`config.mk`:
```
export PLATFORM = sky130hd
export DESIGN_NAME = serial_pad_reader
export DESIGN_NICKNAME = d
export VERILOG_FILES = /design/src/rtl/serial_pad_reader.sv
export SDC_FILE = /design/constraint.sdc
export NUM_CORES = 1
export LEC_CHECK = 0
export ABC_AREA = 1
export BUFFER_PORTS_ARGS = -buffer_cell sky130_fd_sc_hd__clkbuf_2
export CAP_MARGIN = 5
export CORE_AREA = 8 8 83 85
export DETAILED_ROUTE_END_ITERATION = 6
export DIE_AREA = 0 0 91 93
export HOLD_SLACK_MARGIN = 0.1
export PLACE_DENSITY = 0.65
export SLEW_MARGIN = 30
export SYNTH_ARGS = -nofsm -noshare
export SYNTH_HDL_FRONTEND = slang
export SYNTH_SLANG_ARGS = --single-unit
export TNS_END_PERCENT = 5
```
`constraint.sdc`:
```
create_clock -name system_clock -period 4 [get_ports system_clock]
set_input_delay 1.2 -clock system_clock [delete_from_list [all_inputs] [get_ports system_clock]]
set_output_delay 1.2 -clock system_clock [all_outputs]
set_load 0.01 [all_outputs]
```
`src/rtl/serial_pad_reader.sv`:
```
// Console-side master for the latch/clock/data serial pad protocol
// (NES/SNES style). A start request produces one latch pulse followed by
// BITS clock pulses. The data line is sampled MSB first and the captured
// word is presented on buttons, together with a one-cycle valid pulse.
//
// state   | meaning
// --------+-------------------------------------------------------------
// S_IDLE  | waiting for start; latch=0, clk=1, busy=0
// S_LATCH | latch held high for LATCH_CYCLES cycles; the pad loads its word
// S_GAP   | latch low, clk high for CLK_DIV cycles; the MSB settles
// S_LOW   | clk low for CLK_DIV cycles; data is sampled on the last cycle
// S_HIGH  | clk high for CLK_DIV cycles; the pad shifts to its next bit
module serial_pad_reader #(
   parameter int BITS         = 16,
   parameter int CLK_DIV      = 8,
   parameter int LATCH_CYCLES = 12
) (
   input  logic            system_clock,
   input  logic            reset,
   input  logic            start,
   input  logic            data,
   output logic            latch,
   output logic            clk,
   output logic            busy,
   output logic            valid,
   output logic [BITS-1:0] buttons
);

   localparam int MAXC  = (CLK_DIV > LATCH_CYCLES) ? CLK_DIV : LATCH_CYCLES;
   localparam int CNT_W = $clog2(MAXC);
   localparam int IDX_W = $clog2(BITS);

   localparam logic [CNT_W-1:0] DIV_LOAD = CNT_W'(CLK_DIV - 1);
   localparam logic [CNT_W-1:0] LAT_LOAD = CNT_W'(LATCH_CYCLES - 1);
   localparam logic [IDX_W-1:0] IDX_TOP  = IDX_W'(BITS - 1);

   typedef enum logic [2:0] {
      S_IDLE,
      S_LATCH,
      S_GAP,
      S_LOW,
      S_HIGH
   } state_t;

   state_t           r_state;
   logic [CNT_W-1:0] r_cnt;
   logic [IDX_W-1:0] r_idx;
   logic [BITS-1:0]  r_cap;
   logic             r_sync1;
   logic             r_sync2;
   logic             w_cnt_done;

   assign w_cnt_done = (r_cnt == '0);

   // The pad drives data from its own clock domain; two flops before use.
   always_ff @(posedge system_clock or posedge reset) begin
      if (reset) begin
         r_sync1 <= 1'b0;
         r_sync2 <= 1'b0;
      end else begin
         r_sync1 <= data;
         r_sync2 <= r_sync1;
      end
   end

   // Sequencer: divider reloads on every state entry and counts down to zero.
   always_ff @(posedge system_clock or posedge reset) begin
      if (reset) begin
         r_state <= S_IDLE;
         r_cnt   <= '0;
         r_idx   <= '0;
         r_cap   <= '1;
         latch   <= 1'b0;
         clk     <= 1'b1;
         busy    <= 1'b0;
         valid   <= 1'b0;
         buttons <= '1;
      end else begin
         valid <= 1'b0;
         case (r_state)
            S_IDLE: begin
               // A request coinciding with the completion pulse belongs to
               // the transaction that just ended and is dropped.
               if (start && !valid) begin
                  r_state <= S_LATCH;
                  r_cnt   <= LAT_LOAD;
                  latch   <= 1'b1;
                  busy    <= 1'b1;
               end
            end
            S_LATCH: begin
               if (w_cnt_done) begin
                  r_state <= S_GAP;
                  r_cnt   <= DIV_LOAD;
                  latch   <= 1'b0;
               end else begin
                  r_cnt <= r_cnt - 1'b1;
               end
            end
            S_GAP: begin
               if (w_cnt_done) begin
                  r_state <= S_LOW;
                  r_cnt   <= DIV_LOAD;
                  r_idx   <= IDX_TOP;
                  clk     <= 1'b0;
               end else begin
                  r_cnt <= r_cnt - 1'b1;
               end
            end
            S_LOW: begin
               if (w_cnt_done) begin
                  r_cap[r_idx] <= r_sync2;
                  r_state      <= S_HIGH;
                  r_cnt        <= DIV_LOAD;
                  clk          <= 1'b1;
               end else begin
                  r_cnt <= r_cnt - 1'b1;
               end
            end
            S_HIGH: begin
               if (w_cnt_done) begin
                  if (r_idx != '0) begin
                     r_idx   <= r_idx - 1'b1;
                     r_state <= S_LOW;
                     r_cnt   <= DIV_LOAD;
                     clk     <= 1'b0;
                  end else begin
                     buttons <= r_cap;
                     valid   <= 1'b1;
                     busy    <= 1'b0;
                     r_state <= S_IDLE;
                  end
               end else begin
                  r_cnt <= r_cnt - 1'b1;
               end
            end
            default: begin
               r_state <= S_IDLE;
               latch   <= 1'b0;
               clk     <= 1'b1;
               busy    <= 1'b0;
            end
         endcase
      end
   end

endmodule

```
==> reports/results.tsv, run 1 <==
stage	metric	value	unit
cts	setup bufs post-CTS	0	
critical_path	worst-case reg-to-reg path depth	8	
finish	share of layout cells above drive strength 1	25.40	%
critical_path	CP Launch Type	flip-flop	
finish	antenna cell count	0	
hold_path	number of cells on the worst hold path	0	
synth	Avg Inst Size Synth	8.391	µm²
place	dpl hpwl	3146	µm
power	Max IR drop VDD	0.1325	mV
grt	largest net degree at the start of global routing	50	
finish	fin area	0.002651	mm²
detailed_routing	via count	1844	
place	Port Buf Inserts	23	
cts	CTS Buf Count	5	
place	post-placement cell area	0.002565	mm²
cts	Max H-tree Level	2	
synth	Synth Area in XOR/XNOR	0.3650	%
floorplanning	Rows	28	
timing	Final Critical Period	2165	ps
cts	worst-skew pair later-pin latency	300	ps
critical_path	WP buf/inv	1	
synth	largest family of logic cells by synthesized area	simple AND/OR/NAND/NOR gates	
critical_path	critical path peak fanout	2	
floorplanning	Starting Density	42.28	%
detailed_routing	ANT nets after route	0	
timing	max frequency	0.4619	GHz
detailed_routing	drt initial violations	95	
synth	Synth Instances	286	
grt	first-pass GRT wire length	8128	µm
critical_path	flop2flop setup slack	2090	ps
critical_path	crit path launch	buttons[15]	
timing	Setup-failing EPs final	0	
floorplanning	die area	0.008463	mm²
critical_path	Critical Path RT	2800	ps
synth	Compound-Gate Fraction of Synth Area	5.109	%
cts	CTS tree	yes	
floorplanning	Die W	91	µm
power	power per standard cell area	303.1	mW/mm²
timing	Slew HR	61.41	%
timing	Fin Hold WS	359.5	ps
finish	most frequent cells in the layout	nand2_1, nand3_1, dfstp_2	
detailed_routing	DR vias/cell	4.777	
timing	Setup TNS	0	ps
critical_path	critical path's slowest cell	dfstp_2	
cts	clock root cell	clkbuf_8	
synth	Netlist Area Pre-Place	0.002400	mm²
detailed_routing	DR WL met2	2085	µm
floorplanning	Die Ht	93	µm
synth	Post-Synth Adder-Cell Area	3.128	%
synth	Netlist cell types	24	
place	GPL Wtd Cong	0.8706	
finish	Finished Core Util	46.72	%
timing	skew final	7.452	ps
critical_path	Reg-to-Reg Start	r_idx[0]	
finish	most common cell after layout, fill and taps aside	nand2_1	
cts	post_cts resized	0	
synth	sequential area share after synthesis	52.82	%
grt	All-Layer GR Usage	11.52	%
timing	Tcrit/Tclk final	54.12	%
floorplanning	core box area	0.005675	mm²
grt	initial antenna violation count	0	
cts	Max clock buf depth	2	
cts	post-cts hold buffer count	0	
finish	# fillers	572	
floorplanning	Top Ports	24	
detailed_routing	metal1 wirelength	2110	µm
cts	clk slew on worst S/H paths	90	ps
detailed_routing	first drt pass iteration count	4	
job	max-cap violations	0	
hold_path	Hold Path End	r_sync2	
detailed_routing	WL final	4511	µm
timing	unrepaired setup endpoints after global routing	no	
detailed_routing	met3 wire len	222	µm
detailed_routing	top sig layer	met4	
critical_path	Worst EP arrival	960	ps
critical_path	Setup CP Type	reg -> out	
run_status	run status	finished clean	
synth	Simple-Gate Fraction of Synth Area	32.85	%
hold_path	min-delay src	r_sync1	
critical_path	sequence of cells on the critical path	clkbuf_2	
timing	transition time of the tightest slew-check pin	578.8	ps
timing	Slew Limit Fails	0	
cts	clk sinks	49	
critical_path	Top delay family on crit path	flip-flops	
power	Lkg Pwr	0.001319	µW
critical_path	R2R Path End	buttons[2]	
finish	nets@finish	320	
timing	Fin. Hold Viols	0	
synth	proportion of synthesized area in mux cells	0	%
synth	Seq cells post-synth	49	
critical_path	Critical Path End Type	output port	
synth	post-synth net total	296	
grt	vias in the first global route	1778	
detailed_routing	DR WL/cell	11.69	µm
hold_path	HP Class	reg -> reg	
synth	Ys Warns	0	
critical_path	CP peak stage delay	540	ps
detailed_routing	# DRC	0	
grt	total congestion overflow	0	
finish	Layout area overhead	10.48	%
## area by class of cell
class,instances,area [µm²],area share (%)
Clock buffer,6,72.57,2.737
Clock inverter,2,13.76,0.5191
Inverter,23,93.84,3.539
Multi-Input combinational cell,208,994.7,37.52
Sequential cell,49,1267,47.81
Tap cell,75,93.84,3.539
Timing Repair Buffer,23,115.1,4.342
## metrics by stage
stage | setup WS, ps | total power [µW] | cells
2_1_floorplan | 1682 | 519.8 | 286
3_3_place_gp | 1873 | 524.9 | 378
3_5_place_dp | 2010 | 525.5 | 378
4_1_cts | 1817 | 816.6 | 386
5_1_grt | 1793 | 833.9 | 386
6_report | 1835 | 803.5 | 386
## power by group
part           internal (µW)  total [µW]  switching (µW)
Combinational           2.13        14.7            12.5
Sequential               500         501            1.01
Clock                    124         287             163
Total                    627         804             177
## per-layer routing
| layer | up-vias | track usage (%) |
|---|---|---|
| met5 | - | 0 |
| met4 | 0 | 5.184 |
| met3 | 9 | 2.804 |
| met2 | 31 | 18.44 |
| met1 | 849 | 14.50 |
| li1 | 955 | - |
## logic make-up after synthesis
logic type      Yosys count
compound gates           24
xor+xnor                  1
fa+ha+maj                 6
buf+inv                  29
flops                    49
simple gates            177
## sequential cells by signal (all words and copies together) (netlist names), 3 cells and up
signal / cells
buttons: 16
r_cap: 16
r_state: 3
r_cnt: 4
r_idx: 4
## worst reg2reg max path: cells and delay by family, from the launching register on
family	cells	cell delay (ps)
simple gates	4	640
buf+inv	3	500
flops	1	430
fa+ha+maj	1	290
## synthesized netlist by cell type
master,instances,area [µm²]
dfrtp_1,16,400.4
ha_1,6,75.07
nand3_2,1,10.01
buf_6,2,22.52
nor2_4,2,22.52
nor2_1,12,45.04
buf_4,2,15.01
buf_2,1,5.000
o21ai_0,13,65.06
nand2_1,119,446.7
nand3_4,2,35.03
inv_4,2,12.51
dfstp_2,33,867.1
inv_1,19,71.32
clkbuf_1,1,3.750
nand4_1,2,12.51
nor2_8,1,20.02
o21a_1,1,7.510
nand2_2,4,25.02
xnor2_1,1,8.760
inv_2,2,7.510
nor2_2,1,6.260
nand3_1,33,165.2
o21ai_1,10,50.05
## worst max path at each step
stage,slack [ps],depth (start not counted),endpoint
2_1_floorplan,1680,1,busy
3_3_place_gp,1870,2,r_sync1
3_5_place_dp,2010,8,r_cnt[0]
4_1_cts,1820,1,buttons[4]
5_1_grt,1790,1,buttons[4]
6_report,1840,1,buttons[15]
Note: power is estimated with default switching activity, not from simulation.
==> run 2: changes to the inputs <==
ABC_AREA = 0   (was 1)
PLACE_DENSITY = 0.66   (was 0.65)
clock period = 2.22 ns   (was 4 ns; I/O delays follow)
==> run 2 against run 1 <==
Design area increased by 3.2%; routed wire length decreased by 1.3%; flip-flop and latch count unchanged; die area unchanged; largest power group unchanged; non-clock buffer count increased by 9; synthesized area increased by 1.7%; clock power increased by 85%; sequential share of layout area decreased by 1.5 points; critical path depth increased by 5; clock-buffer cell count increased by 2; via count decreased by 16%; highest routed layer unchanged.
==> reports/results.tsv, run 2 <==
stage	metric	value	unit	change
run_status	run status	finished clean		
timing	max frequency	0.4928	GHz	
critical_path	critical path's slowest cell	or3b_1		
place	dpl hpwl	3080	µm	-2.1%
timing	Fin. Hold Viols	0		unchanged
synth	largest cells by area after synthesis	dfstp_2, dfrtp_1, mux2_2		
cts	CTS Buf Count	5		unchanged
critical_path	Reg-to-Reg Start	r_cnt[0]		
detailed_routing	via count	1542		-16%
finish	Layout area overhead	12.04	%	
critical_path	end point of the critical path	buttons[2]		
cts	clk sinks	49		unchanged
floorplanning	Starting Density	43.01	%	+0.73 points
timing	Slew Limit Fails	0		unchanged
floorplanning	core box area	0.005675	mm²	unchanged
critical_path	Critical Path End Type	flip-flop		
critical_path	Worst EP arrival	2260	ps	+1300 ps
synth	Avg Inst Size Synth	12.27	µm²	+46%
power	Max IR drop VDD	0.2423	mV	+83%
critical_path	Critical Path RT	2450	ps	-350 ps
synth	Async S/R FF share, synth	100.0	%	unchanged
grt	largest net degree at the start of global routing	50		unchanged
cts	post-cts hold buffer count	0		unchanged
synth	Yosys top cell area share	35.52	%	-0.61 points
detailed_routing	ANT nets after route	0		unchanged
floorplanning	Die Ht	93	µm	unchanged
grt	All-Layer GR Usage	11.23	%	-0.30 points
cts	Max H-tree Level	2		unchanged
job	max-cap violations	0		unchanged
critical_path	CP Launch Type	flip-flop		
finish	most frequent cells in the layout	dfstp_2, clkbuf_2, dfrtp_1		
grt	total congestion overflow	0		unchanged
synth	Netlist cell types	47		+96%
detailed_routing	drt initial violations	94		-1.1%
power	power per standard cell area	535.1	mW/mm²	+77%
cts	clk slew on worst S/H paths	80	ps	about the same
finish	biggest registers after layout	buttons: 16 flops, r_cap: 16 flops		
floorplanning	die area	0.008463	mm²	unchanged
synth	Netlist Area Pre-Place	0.002441	mm²	+1.7%
critical_path	sequence of cells on the critical path	inv_1, ha_1, or3b_1, nor2_8, nand3_4, mux2_4		
detailed_routing	# DRC	0		unchanged
synth	sequential area share after synthesis	51.92	%	-0.89 points
cts	CTS tree	yes		
power	Lkg Pwr	0.001235	µW	-6.4%
timing	unrepaired setup endpoints after global routing	no		
critical_path	worst-case reg-to-reg path depth	6		-2
place	Port Buf Inserts	23		unchanged
synth	Ys Warns	0		unchanged
cts	post_cts resized	0		unchanged
grt	vias in the first global route	1663		-6.5%
finish	most common cell after layout, fill and taps aside	dfstp_2		
timing	Tcrit/Tclk final	91.40	%	
floorplanning	Die W	91	µm	unchanged
critical_path	R2R Path End	buttons[2]		
critical_path	CP peak stage delay	490	ps	-50 ps
cts	setup bufs post-CTS	0		unchanged
floorplanning	Top Ports	24		unchanged
critical_path	crit path launch	r_cnt[0]		
finish	Finished Core Util	48.19	%	+1.5 points
critical_path	critical path peak fanout	17		+15
timing	Setup TNS	0	ps	unchanged
synth	Synth Instances	199		-30%
cts	clock root cell	clkbuf_8		
finish	antenna cell count	0		unchanged
detailed_routing	DR vias/cell	5.106		+6.9%
detailed_routing	first drt pass iteration count	4		unchanged
critical_path	Setup CP Type	reg -> reg		
finish	nets@finish	236		-26%
timing	Slew HR	65.18	%	+3.8 points
synth	area leader, netlist	dfstp_2		
timing	Setup-failing EPs final	0		unchanged
cts	worst-skew pair later-pin latency	300	ps	about the same
synth	number of synthesized flops with an enable pin	0		unchanged
timing	Final Critical Period	2029	ps	
timing	transition time of the tightest slew-check pin	515.1	ps	-63.76 ps
floorplanning	Rows	28		unchanged
cts	Max clock buf depth	2		unchanged
synth	Commonest cells post-synth	dfstp_2, dfrtp_1, mux2_2, nand3_1, mux2_4		
hold_path	HP Class	reg -> reg		
timing	skew final	6.230	ps	-1.222 ps
synth	cell with the most instances after synthesis	dfstp_2		
grt	first-pass GRT wire length	7797	µm	-4.1%
detailed_routing	WL final	4453	µm	-1.3%
synth	Seq cells post-synth	49		unchanged
finish	share of layout cells above drive strength 1	45.81	%	+20 points
critical_path	flop2flop setup slack	190	ps	-1900 ps
synth	post-synth net total	209		-29%
detailed_routing	DR WL/cell	14.75	µm	+26%
synth	Primary FF master, synth	dfstp_2		
grt	initial antenna violation count	0		unchanged
place	GPL Wtd Cong	0.7915		-9.1%
## run 2: how the worst min path moves through the flow
stage,from,to,slack [ps],cells past startpoint
after global placement,r_sync1,r_sync2,330,0
after detailed placement,r_sync1,r_sync2,340,0
final,r_sync1,r_sync2,360,0
after CTS,r_sync1,r_sync2,360,0
after global routing,r_sync1,r_sync2,360,0
after floorplan,r_sync1,r_sync2,330,0
## run 2: report_power, final
part           switching (µW)  total, µW  leakage [µW]  internal, µW
logic                    19.3       27.6      0.000671          8.33
clock network             277        531     0.0000455           254
registers                4.61        905      0.000518           900
total                     301       1460       0.00123          1160
## run 2: logic make-up (layout without fill, tap and decap cells)
logic type	after synthesis	count (layout)	synth area share (%)
xor gates and xnor gates	3	3	1.077
buffers and inverters	21	49	4.869
muxes	33	33	16.71
adders and majority gates	6	6	3.075
and+or+nand+nor	59	59	14.97
AOI/OAI and AO/OA	28	28	7.381
DFF	49	49	51.92
## run 2: stage by stage
step / instances / setup slack, ps / hold WS (ps) / power, µW / cell area (µm²)
3_5_place_dp: 294 / 186.3 / 338.7 / 949.1 / 2645
5_1_grt: 302 / 81.90 / 362.7 / 1531 / 2735
6_report: 302 / 190.9 / 355.4 / 1464 / 2735
2_1_floorplan: 199 / 278.0 / 331.2 / 934.6 / 2441
3_3_place_gp: 294 / 230.0 / 334.0 / 948.9 / 2645
4_1_cts: 302 / 172.2 / 358.1 / 1496 / 2735
## run 2: cell type report
| type | instances | area, µm² |
|---|---|---|
| Clock buffer | 8 | 90.09 |
| Fill cell | 553 | 2940 |
| Inverter | 9 | 33.78 |
| Multi-Input combinational cell | 129 | 1055 |
| Sequential cell | 49 | 1267 |
| Tap cell | 75 | 93.84 |
| Timing Repair Buffer | 32 | 195.2 |
## run 2: layer usage
| layer | global-route usage, % | vias up | share of wire [%] |
|---|---|---|---|
| met3 | 4.327 | 4 | 4.3 |
| met4 | 3.138 | 0 | 0.70 |
| met1 | 12.66 | 754 | 46 |
| met5 | 0 | - | 0 |
| met2 | 19.41 | 24 | 49 |
| li1 | - | 760 | - |
## run 2: worst max-delay path: cells and delay by family (launching register included)
kind | cells | cell delay [ps]
flip-flops | 1 | 410
multiplexers | 1 | 400
buffers and inverters | 1 | 70
adder cells (fa/ha/maj) | 1 | 150
AND/OR/NAND/NOR | 3 | 940
==> run 3: changes to the inputs <==
CORE_AREA = 8 8 76 78   (was 8 8 83 85)
DIE_AREA = 0 0 84 86   (was 0 0 91 93)
PLACE_DENSITY = 0.77   (was 0.66)
RECOVER_POWER = 50   (was not set)
==> run 3 against run 2 <==
Sequential share of layout area increased by 0.82 points; global-route usage rose by 1.4 points; sequential power is essentially flat; flip-flop and latch count unchanged; critical path depth unchanged; die area down 15%; final cell count is 6.6% lower; highest routed layer unchanged.
==> reports/results.tsv, run 3 (same netlist as run 2, synthesis figures left out) <==
stage	metric	value	unit	change
detailed_routing	WL final	4256	µm	-4.4%
detailed_routing	DR WL/cell	15.09	µm	+2.4%
timing	Tcrit/Tclk final	91.09	%	-0.31 points
timing	Setup TNS	0	ps	unchanged
floorplanning	Starting Density	53.09	%	+10 points
cts	setup bufs post-CTS	0		unchanged
detailed_routing	via count	1575		+2.1%
cts	worst-skew pair later-pin latency	290	ps	about the same
finish	antenna cell count	0		unchanged
critical_path	Critical Path RT	2450	ps	about the same
detailed_routing	DR vias/cell	5.585		+9.4%
detailed_routing	ANT nets after route	0		unchanged
hold_path	HP Class	reg -> reg		
place	dpl hpwl	3006	µm	-2.4%
grt	vias in the first global route	1570		-5.6%
timing	Slew Limit Fails	0		unchanged
grt	first-pass GRT wire length	7514	µm	-3.6%
critical_path	Setup CP Type	reg -> reg		
finish	most frequent cells in the layout	dfstp_2, dfrtp_1, clkbuf_2		
timing	Setup-failing EPs final	0		unchanged
cts	clock root cell	clkbuf_8		
power	Comb power frac	1.7	%	-0.2 points
power	Sw Share	20.25	%	-0.30 points
grt	met2 Usage GRT	20.70	%	+1.3 points
finish	biggest registers after layout	buttons: 16 flops, r_cap: 16 flops		
grt	largest net degree at the start of global routing	21		-58%
power	register share of total power	62.2	%	+0.4 points
timing	max frequency	0.4945	GHz	+0.34%
grt	gr busiest metal	met2		
finish	share of layout cells above drive strength 1	41.67	%	-4.1 points
finish	Cell Count, Final, Fillers Out	282		-6.6%
critical_path	worst-case reg-to-reg path depth	6		unchanged
timing	Final Critical Period	2022	ps	-6.910 ps
run_status	run status	finished clean		
grt	All-Layer GR Usage	12.62	%	+1.4 points
critical_path	Worst EP arrival	2250	ps	about the same
timing	unrepaired setup endpoints after global routing	no		
grt	grt met1 use	15.00	%	+2.3 points
power	Internal	1160	µW	-0.25%
cts	Max clock buf depth	2		unchanged
detailed_routing	# DRC	0		unchanged
cts	CTS Buf Count	5		unchanged
power	Lkg Pwr	0.001204	µW	-2.5%
detailed_routing	first drt pass iteration count	4		unchanged
cts	post-cts hold buffer count	0		unchanged
grt	global-route met3 utilization	4.265	%	-0.062 points
critical_path	CP Launch Type	flip-flop		
grt	total congestion overflow	0		unchanged
power	Clock power frac	36.1	%	-0.2 points
finish	Layout area overhead	10.10	%	
timing	Slew HR	50.55	%	-15 points
cts	clk slew on worst S/H paths	80	ps	about the same
critical_path	critical path peak fanout	17		unchanged
timing	setup ws final	197.8	ps	+6.910 ps
place	GPL Wtd Cong	0.8094		+2.3%
place	placed cells	274		-6.8%
floorplanning	Rows	25		-11%
cts	clk sinks	49		unchanged
timing	Fin Hold WS	354.4	ps	-1.088 ps
power	Max IR drop VDD	0.2795	mV	+15%
floorplanning	Die Ht	86	µm	-7.5%
floorplanning	Top Ports	24		unchanged
grt	initial antenna violation count	0		unchanged
critical_path	flop2flop setup slack	200	ps	about the same
cts	CTS tree	yes		
finish	most common cell after layout, fill and taps aside	dfstp_2		
cts	post_cts resized	0		unchanged
place	Port Buf Inserts	23		unchanged
cts	Max H-tree Level	2		unchanged
job	max-cap violations	0		unchanged
timing	transition time of the tightest slew-check pin	740.9	ps	+225.9 ps
timing	Fin. Hold Viols	0		unchanged
hold_path	number of cells on the worst hold path	0		unchanged
power	power per standard cell area	541.1	mW/mm²	+1.1%
floorplanning	Die W	84	µm	-7.7%
detailed_routing	drt initial violations	56		-40%
critical_path	Critical Path End Type	flip-flop		
power	Switch Pwr	294.6	µW	-2.1%
finish	nets@finish	237		+0.42%
timing	skew final	5.816	ps	-0.4140 ps
place	pre-CTS setup slack	197.0	ps	+10.71 ps
floorplanning	die area	0.007224	mm²	-15%
floorplanning	core box area	0.004598	mm²	-19%
[run 3: cell count changes in the layout (fill, tap and decap cells not counted), sizes merged]
| cell | change |
|---|---|
| clkbuf | +2 |
| buf | -1 |
[run 3: final cells by class]
class,count,area [µm²]
Fill cell,387,1911
Sequential cell,49,1267
Multi-Input combinational cell,129,1055
Timing Repair Buffer,33,173.9
Clock buffer,8,90.09
Tap cell,54,67.56
Inverter,9,33.78
[run 3: metrics by stage]
stage	cell area (µm²)	util, %	total power, µW
floorplan	2441	-	934.6
global placement	2614	56.84	946.8
detailed placement	2614	56.84	947.3
CTS	2704	58.80	1478
global route	2688	58.45	1514
finish	2688	58.45	1454
[run 3: per-layer routing]
metal  vias to the layer above  share of wire [%]
met5                         -                  0
met4                         0                1.7
met3                         7                4.1
met2                        23                 50
met1                       783                 44
li1                        762                  -
[run 3: worst paths after layout]
path,to,start
hold reg to reg,r_sync2,r_sync1
setup reg to reg,buttons[5],r_cnt[0]
min in group asynchronous,r_sync1,reset
hold / removal,r_sync2,r_sync1
max in group asynchronous,r_idx[2],reset
setup / recovery,buttons[5],r_cnt[0]
[run 3: critical path, cell delays in order (launching register included)]
cell	delay [ps]
dfrtp_1	410
inv_1	60
ha_1	150
or3b_1	480
nor2_8	180
nand3_4	270
mux2_4	390
[run 3: power groups by stage]
stage	Clock (µW)	Sequential, µW	Combinational (µW)
global placement	0	920	27.1
global route	579	906	29.2
CTS	545	905	27.5
detailed placement	0	920	27.3
finish	525	905	24.4
floorplan	0	917	17.9
